File: src/rtl/spi_pkg.sv
// Shared types and helpers for the SPI responder (spi_slave and its synchroniser).
package spi_pkg;

    typedef enum logic [0:0] {
        S_IDLE  = 1'b0,
        S_SHIFT = 1'b1
    } spi_state_t;

    localparam int SPI_WORD_W = 8;

    function automatic logic lead_is_rise(input logic cpol);
        return (cpol == 1'b0);
    endfunction

endpackage

File: src/rtl/spi_sync_edge.sv
// Two-flop synchroniser with a third stage producing registered rise/fall pulses (3 clk latency).
module spi_sync_edge #(
    parameter int               WIDTH     = 1,
    parameter logic [WIDTH-1:0] RESET_VAL = {WIDTH{1'b0}}
) (
    input  logic             clk,
    input  logic             rst,
    input  logic [WIDTH-1:0] din,
    output logic [WIDTH-1:0] sync,
    output logic [WIDTH-1:0] rise,
    output logic [WIDTH-1:0] fall
);

    logic [WIDTH-1:0] meta_r;
    logic [WIDTH-1:0] sync_r;
    logic [WIDTH-1:0] last_r;
    logic [WIDTH-1:0] rise_r;
    logic [WIDTH-1:0] fall_r;

    // Resetting to the idle level keeps reset release from looking like an edge.
    always_ff @(posedge clk or posedge rst) begin
        if (rst) begin
            meta_r <= RESET_VAL;
            sync_r <= RESET_VAL;
            last_r <= RESET_VAL;
            rise_r <= {WIDTH{1'b0}};
            fall_r <= {WIDTH{1'b0}};
        end else begin
            meta_r <= din;
            sync_r <= meta_r;
            last_r <= sync_r;
            rise_r <= sync_r & ~last_r;
            fall_r <= ~sync_r & last_r;
        end
    end

    assign sync = sync_r;
    assign rise = rise_r;
    assign fall = fall_r;

endmodule

File: src/rtl/spi_slave.sv
// Oversampled SPI responder, 8-bit MSB-first words with a one-entry reply holding register.
// Optional sticky underrun flag is built when SPI_SLAVE_UNDERRUN_EN is defined.
module spi_slave
    import spi_pkg::*;
#(
    parameter logic       cpol      = 1'b0,
    parameter logic       cpha      = 1'b0,
    parameter logic [7:0] idle_byte = 8'hFF
) (
    input  logic                  clk,
    input  logic                  rst,
    input  logic                  sclk_in,
    input  logic                  cs,
    input  logic                  mosi,
    output logic                  miso,
    output logic                  miso_oe,
    input  logic [SPI_WORD_W-1:0] w_data_to_miso,
    input  logic                  w_valid,
    output logic                  w_ready,
    output logic [SPI_WORD_W-1:0] r_data_from_mosi,
    output logic                  data_ready,
    output logic                  busy,
    output logic                  underrun
);

    localparam int CNT_W = $clog2(SPI_WORD_W);
    localparam logic [CNT_W-1:0] LAST_BIT = CNT_W'(SPI_WORD_W - 1);

    logic sclk_sync_s, sclk_rise_s, sclk_fall_s;
    logic cs_sync_s, cs_rise_s, cs_fall_s;
    logic mosi_sync_s;
    logic [1:0] mosi_edge_unused_s;

    spi_sync_edge #(.WIDTH(1), .RESET_VAL(cpol)) u_sync_sclk (
        .clk(clk), .rst(rst), .din(sclk_in),
        .sync(sclk_sync_s), .rise(sclk_rise_s), .fall(sclk_fall_s)
    );

    spi_sync_edge #(.WIDTH(1), .RESET_VAL(1'b1)) u_sync_cs (
        .clk(clk), .rst(rst), .din(cs),
        .sync(cs_sync_s), .rise(cs_rise_s), .fall(cs_fall_s)
    );

    spi_sync_edge #(.WIDTH(1), .RESET_VAL(1'b0)) u_sync_mosi (
        .clk(clk), .rst(rst), .din(mosi),
        .sync(mosi_sync_s), .rise(mosi_edge_unused_s[0]), .fall(mosi_edge_unused_s[1])
    );

    spi_state_t            state_r;
    logic [CNT_W-1:0]      bit_cnt_r;
    logic [SPI_WORD_W-1:0] tx_r;
    logic [SPI_WORD_W-1:0] rx_r;
    logic [SPI_WORD_W-1:0] hold_r;
    logic                  hold_full_r;
    logic                  miso_r;
    logic                  miso_oe_r;
    logic [SPI_WORD_W-1:0] r_data_r;
    logic                  data_ready_r;

    logic                  lead_s, trail_s, sample_s, shift_s;
    logic                  reload_s, accept_s;
    logic [SPI_WORD_W-1:0] load_byte_s;
    logic [SPI_WORD_W-1:0] rx_next_s;

    // Edge classification and reload/accept decisions for this clk.
    always_comb begin
        lead_s      = 1'b0;
        trail_s     = 1'b0;
        sample_s    = 1'b0;
        shift_s     = 1'b0;
        reload_s    = 1'b0;
        if (lead_is_rise(cpol)) begin
            lead_s  = sclk_rise_s;
            trail_s = sclk_fall_s;
        end else begin
            lead_s  = sclk_fall_s;
            trail_s = sclk_rise_s;
        end
        if (cpha == 1'b0) begin
            sample_s = lead_s;
            shift_s  = trail_s;
        end else begin
            sample_s = trail_s;
            shift_s  = lead_s;
        end
        accept_s    = w_valid & ~hold_full_r;
        load_byte_s = hold_full_r ? hold_r : idle_byte;
        rx_next_s   = {rx_r[SPI_WORD_W-2:0], mosi_sync_s};
        if (state_r == S_IDLE) begin
            reload_s = cs_fall_s;
        end else if (cs_rise_s) begin
            reload_s = 1'b0;
        end else begin
            reload_s = sample_s & (bit_cnt_r == LAST_BIT);
        end
    end

    // Frame FSM, shift registers, reply holding register and registered outputs.
    always_ff @(posedge clk or posedge rst) begin
        if (rst) begin
            state_r      <= S_IDLE;
            bit_cnt_r    <= {CNT_W{1'b0}};
            tx_r         <= {SPI_WORD_W{1'b0}};
            rx_r         <= {SPI_WORD_W{1'b0}};
            hold_r       <= {SPI_WORD_W{1'b0}};
            hold_full_r  <= 1'b0;
            miso_r       <= 1'b0;
            miso_oe_r    <= 1'b0;
            r_data_r     <= {SPI_WORD_W{1'b0}};
            data_ready_r <= 1'b0;
        end else begin
            data_ready_r <= 1'b0;
            miso_oe_r    <= ~cs_sync_s;
            // A reload in the same clk as a write drains the old value, never the new one.
            if (accept_s) begin
                hold_r      <= w_data_to_miso;
                hold_full_r <= 1'b1;
            end else if (reload_s && hold_full_r) begin
                hold_full_r <= 1'b0;
            end else begin
                hold_full_r <= hold_full_r;
            end
            case (state_r)
                S_IDLE: begin
                    miso_r    <= 1'b0;
                    bit_cnt_r <= {CNT_W{1'b0}};
                    if (cs_fall_s) begin
                        state_r <= S_SHIFT;
                        if (cpha == 1'b0) begin
                            miso_r <= load_byte_s[SPI_WORD_W-1];
                            tx_r   <= {load_byte_s[SPI_WORD_W-2:0], 1'b0};
                        end else begin
                            tx_r   <= load_byte_s;
                        end
                    end
                end
                S_SHIFT: begin
                    if (cs_rise_s) begin
                        state_r   <= S_IDLE;
                        bit_cnt_r <= {CNT_W{1'b0}};
                        miso_r    <= 1'b0;
                    end else begin
                        if (shift_s) begin
                            miso_r <= tx_r[SPI_WORD_W-1];
                            tx_r   <= {tx_r[SPI_WORD_W-2:0], 1'b0};
                        end
                        if (sample_s) begin
                            rx_r      <= rx_next_s;
                            bit_cnt_r <= bit_cnt_r + {{(CNT_W-1){1'b0}}, 1'b1};
                            if (bit_cnt_r == LAST_BIT) begin
                                r_data_r     <= rx_next_s;
                                data_ready_r <= 1'b1;
                                tx_r         <= load_byte_s;
                            end
                        end
                    end
                end
                default: begin
                    state_r   <= S_IDLE;
                    bit_cnt_r <= {CNT_W{1'b0}};
                    miso_r    <= 1'b0;
                end
            endcase
        end
    end

`ifdef SPI_SLAVE_UNDERRUN_EN
    logic underrun_r;

    // Sticky: set when a reload has to fall back to idle_byte, cleared by the next accepted write.
    always_ff @(posedge clk or posedge rst) begin
        if (rst) begin
            underrun_r <= 1'b0;
        end else if (reload_s && !hold_full_r) begin
            underrun_r <= 1'b1;
        end else if (accept_s) begin
            underrun_r <= 1'b0;
        end else begin
            underrun_r <= underrun_r;
        end
    end

    assign underrun = underrun_r;
`else
    assign underrun = 1'b0;
`endif

    assign miso             = miso_r;
    assign miso_oe          = miso_oe_r;
    assign w_ready          = ~hold_full_r;
    assign r_data_from_mosi = r_data_r;
    assign data_ready       = data_ready_r;
    assign busy             = (state_r == S_SHIFT);

endmodule

File: config.mk
export PLATFORM = sky130hd
export DESIGN_NAME = spi_slave
export DESIGN_NICKNAME = d
export VERILOG_FILES = /design/src/rtl/spi_pkg.sv /design/src/rtl/spi_sync_edge.sv /design/src/rtl/spi_slave.sv
export SDC_FILE = /design/constraint.sdc
export NUM_CORES = 1
export LEC_CHECK = 0
export CAP_MARGIN = 15
export CORE_UTILIZATION = 49
export DETAILED_ROUTE_END_ITERATION = 8
export PLACE_DENSITY = 0.75
export SLEW_MARGIN = 10
export SYNTH_ARGS = -nofsm -noshare
export SYNTH_HDL_FRONTEND = slang
export SYNTH_SLANG_ARGS = --single-unit
File: constraint.sdc
create_clock -name clk -period 1.55 [get_ports clk]
set_clock_uncertainty 0.15 [all_clocks]
set_input_delay 0.2325 -clock clk [delete_from_list [all_inputs] [get_ports clk]]
set_output_delay 0.2325 -clock clk [all_outputs]
set_load 0.01 [all_outputs]
==> impl_results.md <==
- Max cap viols: 0
- Crit path top cell by count: ha_4
- Nets: 210
- CTS Buf Count: 5
- Port Buffers: 26
- Vias in the first global route: about 1,400
- DP HPWL: approximately 2.9 mm
- Routed vias: about 1,400
- Post-synth top flop: dfrtp_1
- Synth area leaders: dfrtp_1 55%, mux2_4 10%, mux2_1 7.2%, dfstp_2 3.6%, a2bb2oi_1 2.8%
- Fmax: ~630 MHz
- Synth cell types: 38
- WL per Instance: 17.5 µm
- Largest net degree at the start of global routing: 19
- Syn Area/Cell: approximately 14 µm²
- Share of layout cells above drive strength 1: about a third
- R2R depth: 5
- Die Y: 68.8 µm
- Reg-to-reg slack, setup: -0.05 ns
- # hold bufs at CTS: 0
- R2R Path Start: bit_cnt_r[1]
- DRT Pass-1 Iters: 4
- Most common cell after layout, fill and taps aside: dfrtp_1
- Register area share after synthesis: 58.5%
- Highest-count cells in the layout ignoring fill and taps: 46 x dfrtp_1, 15 x mux2_4, 14 x mux2_1
- DRC errors left: 0
- Status: complete, but fails checks
- Utilization after layout: roughly two thirds
- Clock Sinks: ~50
- Yosys top cell area share: a little over half
- R2R Path End: r_data_from_mosi[0]
- Fin. max-slew vios: 0
- Routability cong.: between 0.7 and 0.8
- Slowest stage delay, CP: approximately 0.42 ns
- Io pins: 28
- Crit path cell chain: ha_4 -> ha_4 -> and2_4 -> nand2_8 -> mux2_4
- Required @ worst endpoint: between 1.5 and 2 ns
- Initial Util: about 53%
- First-pass GRT wire length: 6.87 mm
- DRT Wirelength: roughly 4.3 mm
- Final period util: 103%
- Yosys warning count: 0
- Post-synth EDFFs: 0
- Hold WC Path Type: in -> async
- Largest area contributor in the netlist: dfrtp_1
- DRT iter0 DRCs: 77
- Final setup fails: 11
- Worst setup EP type: register
- H-tree levels: 2
- Mapped cell area: roughly 0.0022 mm²
- Initial antenna violation count: 0
- Failing checks: negative setup slack
- Core area: between 0.004 and 0.005 mm²
- Worst hold slack: approximately 0.16 ns
- Mapped Nets: 169
- Critical path type: reg -> reg
- Grt ovf: 0
- #FFs+latches synth: 51
- Peak supply drop: just under 700 µV
- Ys async rst share: 100%
- Power density cells: roughly 1400 mW/mm²
- Layout area overhead: 27.8%
- Tmin final: approximately 1.6 ns
- Reg clk slew, reported paths: ~0.090 ns
- CP max stage cell: dfrtp_1
- Final Hold Vio Count: 0
- Root buffer cell: clkbuf_8
- Final setup margin: -0.0487 ns
- Die ar.: roughly 0.0047 mm²
- RSZ-0062 raised after global routing: yes
- Routed Antenna Nets: 0
- Skew-Pair Late Insertion Delay: approximately 0.31 ns
- Mapped Cells: about 150
- Leakage: ~1.3 nW
- Std cell rows: 23
- Worst Setup Start Kind: register
- Crit Path Max Fanout: 5
- Worst Path Arrival: roughly 1.6 ns
- Max Root-Sink Buffers: 2
- Ant diodes: 0
- CTS tree: built
- Chip width: around 69 µm
- Vias per std cell: about 5.6
- Total Routing Usage GR: 20.6%
[synthesized netlist by cell type (2+ instances only)]
master / n
inv_1: 4
dfstp_2: 3
o21ai_0: 7
ha_1: 3
nand3_1: 2
a2bb2oi_1: 7
buf_2: 4
mux2i_1: 2
nor2b_1: 5
nand2b_1: 3
nor2_1: 4
mux2_4: 15
dfrtp_1: 48
buf_6: 2
o221ai_1: 5
nand4b_1: 2
mux2_1: 14
o211ai_1: 2
[area by class of cell]
class,count,area [µm²]
timing repair buffer,41,364
clock buffer,6,82.6
multi-input combinational,89,946
clock inverter,2,38.8
sequential,51,1280
tap,50,62.6
inverter,5,22.5
fill,314,1350
[critical path: cells and delay by family, from the launching register on]
kind / cells / cell delay [ns]
adder cells (fa/ha/maj): 2 / 0.34
multiplexers: 1 / 0.30
flip-flops: 1 / 0.42
AND/OR/NAND/NOR: 2 / 0.28
[flip-flops by register name (all words and copies together) (netlist names), 3 cells and up]
register          count
bit_cnt_r             3
hold_r                8
r_data_from_mosi      8
rx_r                  7
tx_r                  8
[layer usage]
metal / track usage (%) / share of wire, % / up-vias
met3: 5.92 / 3.3 / 10
met1: 24.5 / 45 / 700
li1: - / - / 628
met2: 33.4 / 50 / 40
met5: 0 / 0 / -
met4: 11.5 / 2.3 / 0
[how the worst max path moves through the flow]
| stage | start | endpoint | slack, ns | cells after the start |
|---|---|---|---|---|
| 6_report | bit_cnt_r[1] | r_data_from_mosi[0] | -0.05 | 5 |
| 5_1_grt | bit_cnt_r[0] | r_data_from_mosi[0] | -0.07 | 5 |
| 4_1_cts | bit_cnt_r[1] | r_data_from_mosi[3] | -0.05 | 5 |
| 3_5_place_dp | w_valid | hold_r[5] | -0.12 | 4 |
| 3_3_place_gp | w_valid | hold_r[7] | -0.04 | 4 |
| 2_1_floorplan | bit_cnt_r[0] | r_data_from_mosi[0] | -0.003 | 5 |
[report_power, final]
group,switching (mW),internal [mW]
Clock,0.448,0.531
Sequential,0.278,1.64
Combinational,0.389,0.544
[cells by family after synthesis]
logic type / after synthesis / synth area share (%)
multiplexers: 32 / 18.9
adder cells (fa/ha/maj): 3 / 1.71
other: 1 / 0.171
flip-flops: 51 / 58.5
AO/OA/AOI/OAI: 27 / 9.26
buffers and inverters: 13 / 3.31
AND/OR/NAND/NOR: 24 / 7.77
XOR/XNOR: 1 / 0.400
[per-stage QoR]
step / std cells / power [mW] / cell area (µm²) / TNS [ns] / setup WS [ns]
after global routing: 244 / 4.02 / 2800 / -0.889 / -0.0749
after global placement: 234 / 2.70 / 2570 / -0.547 / -0.0405
after CTS: 245 / 3.79 / 2750 / -0.301 / -0.0519
after detailed placement: 234 / 2.76 / 2570 / -1.30 / -0.116
final: 244 / 3.83 / 2800 / -0.369 / -0.0487
after floorplan: 152 / 2.45 / 2200 / -0.0243 / -0.00304
[what timing repair did]
item | CTS | global route
gates cloned | 1 | 0
resized for setup | 28 | 10
setup endpoints to repair | 29 | 15
pin swaps | 9 | 5
buffers inserted | 2 | 0
Power figures use the tool's default switching activity.
